--- config.mk ---
export PLATFORM = sky130hd
export DESIGN_NAME = if_stage
export DESIGN_NICKNAME = d
export VERILOG_FILES = /design/src/rtl/cpu_pkg.sv /design/src/rtl/if_stage.sv
export SDC_FILE = /design/constraint.sdc
export NUM_CORES = 1
export LEC_CHECK = 0
export ABC_CLOCK_PERIOD_IN_PS = 2250
export CAP_MARGIN = 20
export CORE_MARGIN = 10
export CORE_UTILIZATION = 47
export DETAILED_ROUTE_END_ITERATION = 16
export GPL_ROUTABILITY_DRIVEN = 1
export PLACE_DENSITY = 0.85
export SETUP_SLACK_MARGIN = 0.15
export SLEW_MARGIN = 10
export SYNTH_ARGS = -nofsm -noshare
export SYNTH_HDL_FRONTEND = slang
export SYNTH_SLANG_ARGS = --single-unit
--- constraint.sdc ---
create_clock -name clk -period 2.25 [get_ports clk]
set_input_delay 0.45 -clock clk [delete_from_list [all_inputs] [get_ports clk]]
set_output_delay 0.45 -clock clk [all_outputs]
set_load 0.02 [all_outputs]
--- src/rtl/cpu_pkg.sv ---
// Shared CPU definitions: word width, reset/bubble constants and fetch FSM states.
package cpu_pkg;

  localparam int unsigned WordWidth = 32;

  localparam logic [WordWidth-1:0] ResetPc  = 32'h0000_0000;
  // sll $0,$0,0
  localparam logic [WordWidth-1:0] NopInstr = 32'h0000_0000;

  typedef enum logic [1:0] {
    StFetch,
    StHold,
    StDiscard
  } fetch_state_e;

endpackage

--- src/rtl/if_stage.sv ---
// Instruction-fetch stage: owns the PC, talks to imem over a ready handshake and
// feeds IF/ID with the fetched word and PC+4, or a NOP bubble when nothing is valid.
module if_stage
  import cpu_pkg::*;
#(
  parameter logic [WordWidth-1:0] RESET_PC  = ResetPc,
  parameter logic [WordWidth-1:0] NOP_INSTR = NopInstr
) (
  input  logic                 clk,
  input  logic                 rst,
  input  logic                 staller,
  input  logic                 redirect,
  input  logic [WordWidth-1:0] redirect_pc,
  output logic                 imem_req,
  output logic [WordWidth-1:0] imem_addr,
  input  logic                 imem_ready,
  input  logic [WordWidth-1:0] imem_rdata,
  output logic [WordWidth-1:0] PC_out,
  output logic [WordWidth-1:0] idata_out,
  output logic                 fetch_valid
);

  fetch_state_e         state_q;
  logic [WordWidth-1:0] pc_q;
  logic [WordWidth-1:0] buf_instr_q;
  logic [WordWidth-1:0] buf_pc_q;
  logic [WordWidth-1:0] pending_pc_q;

  logic [WordWidth-1:0] pc_plus4;
  logic [WordWidth-1:0] buf_pc_plus4;

  assign pc_plus4     = pc_q + 32'd4;
  assign buf_pc_plus4 = buf_pc_q + 32'd4;

  always_ff @(posedge clk) begin
    if (rst) begin
      state_q      <= StFetch;
      pc_q         <= RESET_PC;
      buf_instr_q  <= '0;
      buf_pc_q     <= '0;
      pending_pc_q <= '0;
    end else begin
      unique case (state_q)
        StFetch: begin
          if (imem_ready) begin
            if (redirect) begin
              pc_q <= redirect_pc;
            end else if (staller) begin
              buf_instr_q <= imem_rdata;
              buf_pc_q    <= pc_q;
              state_q     <= StHold;
            end else begin
              pc_q <= pc_plus4;
            end
          end else if (redirect) begin
            // Old request still outstanding: remember the target, drop the word later.
            pending_pc_q <= redirect_pc;
            state_q      <= StDiscard;
          end
        end
        StHold: begin
          if (redirect) begin
            pc_q    <= redirect_pc;
            state_q <= StFetch;
          end else if (!staller) begin
            pc_q    <= buf_pc_plus4;
            state_q <= StFetch;
          end
        end
        StDiscard: begin
          if (redirect) begin
            pending_pc_q <= redirect_pc;
          end
          if (imem_ready) begin
            pc_q    <= redirect ? redirect_pc : pending_pc_q;
            state_q <= StFetch;
          end
        end
        default: state_q <= StFetch;
      endcase
    end
  end

  always_comb begin
    imem_req    = 1'b0;
    imem_addr   = pc_q;
    idata_out   = NOP_INSTR;
    PC_out      = '0;
    fetch_valid = 1'b0;
    if (!rst) begin
      unique case (state_q)
        StFetch: begin
          imem_req = 1'b1;
          if (imem_ready && !redirect && !staller) begin
            idata_out   = imem_rdata;
            PC_out      = pc_plus4;
            fetch_valid = 1'b1;
          end
        end
        StHold: begin
          // A redirect kills the held word in the same cycle.
          if (!redirect) begin
            idata_out   = buf_instr_q;
            PC_out      = buf_pc_plus4;
            fetch_valid = 1'b1;
          end
        end
        StDiscard: begin
          imem_req = 1'b1;
        end
        default: ;
      endcase
    end
  end

endmodule

==> results.toml, run 1 <==
[clock_network]
holdBufCountCts = 0
clk_path_buf_depth = 2
cts_sinks = 130
cts_root_buf = "clkbuf_16"
tritoncts.num_buffers = 17
htree_levels = 4

[die]
die_height_microns = 149
rows = 47
ios = 167
start_util_pct = 47.7
die_w_microns = 149

[synthesis]
synth_flop_cell = "dfxtp_1"
avgSynthCellArea_sq_um = 7.11
ys_ff_latch = 130
synth_nets = 1184
synth_area_sq_mm = 0.00788
ys_warn_count = 0
synth_cell_type_count = 68
syn_inst = 1108
synth-seq-area-share_pct = 33.0
synth_edf_count = 0
synth-async-reset-ratio_pct = 0

[placement]
dp_slack_ns = -0.816
numPortBuffers = 166
dp_hpwl_microns = 25100
place.gp.congestion = 0.972

[outcome]
error = "[ERROR GRT-0232] Routing congestion too high. Check the congestion heatmap in the GUI."
status = "stopped before the end"
lastStage = "global routing (5_1_grt)"

[grt]
grt_max_degree = 65
overflow = 1182
grt_usage_pct = 90.3

[sta]
worstEndpointType = "primary output"
grt-worst-endpoint = "PC_out[30]"
## timing repair
action                                  CTS
pin swaps                                89
cloned                                    6
resized for setup                       584
endpoints found under the setup margin  113
buffers inserted                         59
## Yosys cell counts, types with 4 or more instances
master / instances / area [sq um]
a221oi_1: 10 / 87.6
nand3_1: 31 / 155
o21ai_1: 4 / 20.0
clkbuf_1: 68 / 255
xor2_1: 16 / 140
nor3_1: 11 / 55.1
a31oi_1: 6 / 37.5
a21o_1: 9 / 67.6
a222oi_1: 5 / 50.1
o21ai_0: 31 / 155
a211oi_1: 11 / 82.6
nand2_1: 271 / 1020
and4_1: 11 / 96.3
mux2i_1: 9 / 90.1
buf_2: 13 / 65.1
xnor2_1: 32 / 280
a22oi_1: 44 / 330
mux2_2: 8 / 90.1
ha_1: 7 / 87.6
nand2b_1: 7 / 43.8
or2_2: 4 / 25.0
and3_1: 9 / 56.3
a21oi_1: 143 / 716
nand4_1: 11 / 68.8
a221o_1: 5 / 50.1
dfxtp_1: 130 / 2600
inv_1: 11 / 41.3
nor2_1: 116 / 435
nor4_1: 7 / 43.8
nor2b_1: 4 / 25.0
## metal layers
| metal | GRT usage [%] | overflow |
|---|---|---|
| met5 | 42.2 | 2 |
| met4 | 102 | 331 |
| met3 | 76.2 | 23 |
| met2 | 110 | 806 |
| met1 | 81.9 | 20 |
## through the flow
stage | cell area, sq um | hold WS [ns] | std cells | TNS [ns]
detailed placement | 12200 | 0.447 | 1649 | -62.55
CTS | 14500 | 0.450 | 1746 | -21.85
floorplan | 8840 | 0.434 | 1108 | -0.545
global placement | 12200 | 0.439 | 1649 | -54.33
## cell families after synthesis
kind of cell | after synthesis | synth area share, %
AOI/OAI and AO/OA | 300 | 23.8
xor gates and xnor gates | 50 | 5.75
adders and majority gates | 7 | 1.11
buffers and inverters | 101 | 5.29
DFF | 130 | 33.0
muxes | 17 | 2.29
and+or+nand+nor | 503 | 28.7
==> inputs of run 2 (changes only) <==
--- a/config.mk
+++ b/config.mk
@@ -5,14 +5,13 @@
 export SDC_FILE = /design/constraint.sdc
 export NUM_CORES = 1
 export LEC_CHECK = 0
-export ABC_CLOCK_PERIOD_IN_PS = 2250
+export ABC_CLOCK_PERIOD_IN_PS = 2900
 export CAP_MARGIN = 20
 export CORE_MARGIN = 10
-export CORE_UTILIZATION = 47
+export CORE_UTILIZATION = 40
 export DETAILED_ROUTE_END_ITERATION = 16
 export GPL_ROUTABILITY_DRIVEN = 1
-export PLACE_DENSITY = 0.85
-export SETUP_SLACK_MARGIN = 0.15
+export PLACE_DENSITY_LB_ADDON = 0.15
 export SLEW_MARGIN = 10
 export SYNTH_ARGS = -nofsm -noshare
 export SYNTH_HDL_FRONTEND = slang
==> constraint.sdc (replaced) <==
create_clock -name clk -period 2.9 [get_ports clk]
set_input_delay 0.58 -clock clk [delete_from_list [all_inputs] [get_ports clk]]
set_output_delay 0.58 -clock clk [all_outputs]
set_load 0.02 [all_outputs]
==> run 2 against run 1 <==
The flow now finishes, with violations (negative setup slack); synthesized area unchanged; synthesized cell count unchanged.
==> results.toml, run 2 <==
[outcome]
status = "finished, violations left"
violations = "negative setup slack"

[grt]
grt_usage_pct = 23.0
grt_pass1_vias = 9047
use_met2_pct = 39.1
grtUsageMet1_pct = 27.7
antenna_found_initial = 0
grt_pass1_wl_microns = 48200
top_usage_layer = "met2"
overflow = 0
grt_max_degree = 127
use_met3_pct = 5.01

[synthesis]
synth-async-reset-ratio_pct = 0
synth_top_area_cell = "dfxtp_1"
synth_cell_type_count = 68
synth_edf_count = 0
netlist_top_cells_count = "nand2_1, a21oi_1, dfxtp_1, nor2_1, clkbuf_1"
synth_area_sq_mm = 0.00788
avgSynthCellArea_sq_um = 7.11
syn_inst = 1108
synth-seq-area-share_pct = 33.0
synth_top_area_share_pct = 33.0
synth_flop_cell = "dfxtp_1"
ys_warn_count = 0
yosysMostFrequentCell = "nand2_1"
yosys-top-cells-area = "dfxtp_1, nand2_1, a21oi_1"
ys_ff_latch = 130
synth_nets = 1184

[sta]
finalSetupViolCount = 12
post-route-period-util_pct = 105
fin_crit_ns = 3.04
slew_headroom_pct = 51.9
tightest_slew_ns = 0.721
skew_ns = 0.00788
tns_ns = -0.601
slew_viol_final = 0
fmax_mhz = 329
fin_ws_ns = -0.144
rsz0062_at_grt = "yes"
hold_violations = 0

[route]
vias = 9424
postRouteAntennaNets = 0
drtPass1Iterations = 6
drc_errors = 0
wl_microns = 31000
drtIter0Drc = 801
vias_per_cell = 5.59
wire_per_inst_microns = 18.4

[power]
p_leak_nw = 4.86
ir_worst_vdd_mv = 0.463
power.total_mw = 6.07
power_density_mw_per_mm2 = 503

[critical_path]
ff2ff_path_depth = 10
crit_buf_inv = 1
path_max_fanout = 4
reg2reg_to = "imem_addr[24]"
crit_end = "PC_out[31]"
worstPathRequired_ns = 2.32
critPathTopFamily = "simple AND/OR/NAND/NOR gates"
r2r_slack_ns = 0.41
critical_path_class = "flop to output port"
cp_slowest_cell = "and4_1"
critPathCaptureType = "output port"
startpoint = "imem_addr[24]"
worstSetupStartpointType = "flop"
cp_num_cells = 8
timing.rr.start = "buf_pc_q[15]"
cp.arrival_ns = 2.46
slowest_delay_ns = 0.36
cp_cell_sequence = "and3_1 -> and4_1 -> and3_2 -> and3_4 -> xor2_2 -> a21oi_2 -> nor2_1 -> buf_4"

[layout]
fin_nets = 1485
layout-drive-gt1-share_pct = 28.3
area_delta_synth_final_pct = 53.2
instances_no_fill = 1687
final_common_cell = "nand2_1"
n_antenna_cell = 0
layout_common_cells = "nand2_1, buf_4, a21oi_1"

[die]
die_w_microns = 160
die_height_microns = 160
rows = 51
die_area_sq_mm = 0.0257
start_util_pct = 40.6
ios = 167
core_sq_mm = 0.0194

[run]
drv_cap = 0

[clock_network]
cts_sinks = 130
cts_tree = "built"
clk_latency_ns = 0.43
cts_root_buf = "clkbuf_16"
cts.clk_slew.worst_paths_ns = 0.06
clk_path_buf_depth = 2
tritoncts.num_buffers = 17
htree_levels = 4

[hold_path]
hold_path_class = "flop to flop"

[placement]
dp.cells = 1616
dp_slack_ns = -0.331
numPortBuffers = 166
dp_hpwl_microns = 21800
place.gp.congestion = 0.878
==> run 2: cell counts after synthesis <==
Identical to the previous run, type by type.
==> run 2: repair_timing <==
action | in CTS | in global routing
hold buffers | 0 | 0
pin swaps | 31 | 42
resized for setup | 298 | 73
setup endpoints to repair | 65 | 64
endpoints found under the hold margin | 0 | 0
cloned | 1 | 4
setup buffers | 22 | 15
==> run 2: worst min-delay path by stage <==
stage	from	end	slack [ns]	cells past startpoint
6_report	buf_instr_q[24]	buf_instr_q[24]	0.46	2
5_1_grt	pending_pc_q[27]	pending_pc_q[27]	0.47	2
4_1_cts	pending_pc_q[8]	pending_pc_q[8]	0.45	2
3_5_place_dp	pending_pc_q[8]	pending_pc_q[8]	0.44	2
3_3_place_gp	pending_pc_q[5]	pending_pc_q[5]	0.44	2
2_1_floorplan	pending_pc_q[15]	pending_pc_q[15]	0.43	2
==> run 2: cell type report <==
cell class                      count  area (sq um)
Clock inverter                     15           196
Tap cell                          265           332
Timing Repair Buffer              371          3230
Fill cell                        1789          7330
Inverter                           12          45.0
Clock buffer                       17           425
Multi-Input combinational cell    877          5210
Sequential cell                   130          2630
==> run 2: where the power goes <==
part           total, mW  internal [mW]  switching (mW)
combinational       1.75          0.757           0.994
clock               2.29           1.38           0.917
sequential          2.02           1.92          0.0954
total               6.07           4.06            2.01
==> run 2: kinds of logic after synthesis <==
kind of cell / after synthesis / share of synthesized area (%)
adders and majority gates: 7 / 1.11
xor gates and xnor gates: 50 / 5.75
AOI/OAI and AO/OA: 300 / 23.8
and+or+nand+nor: 503 / 28.7
DFF: 130 / 33.0
muxes: 17 / 2.29
buffers and inverters: 101 / 5.29
==> run 2: tightest hold or removal path: cells and delay by family (launching register included) <==
family          cells  cell delay (ns)
compound gates      1             0.05
flops               1             0.31
simple gates        1             0.05
==> run 2: layer usage <==
layer / wire length [microns] / share of wire [%]
met1: 12900 / 41
met2: 15400 / 50
met3: 2020 / 6.5
met4: 777 / 2.5
met5: 0 / 0
==> run 2: stage by stage <==
stage	area (sq um)	util [%]	hold slack, ns
4_1_cts	11700	60.3	0.453
2_1_floorplan	7880	-	0.434
6_report	12100	62.2	0.457
5_1_grt	12100	62.2	0.471
3_5_place_dp	10900	56.1	0.444
3_3_place_gp	10900	56.1	0.439
(Power assumes the default switching activity.)
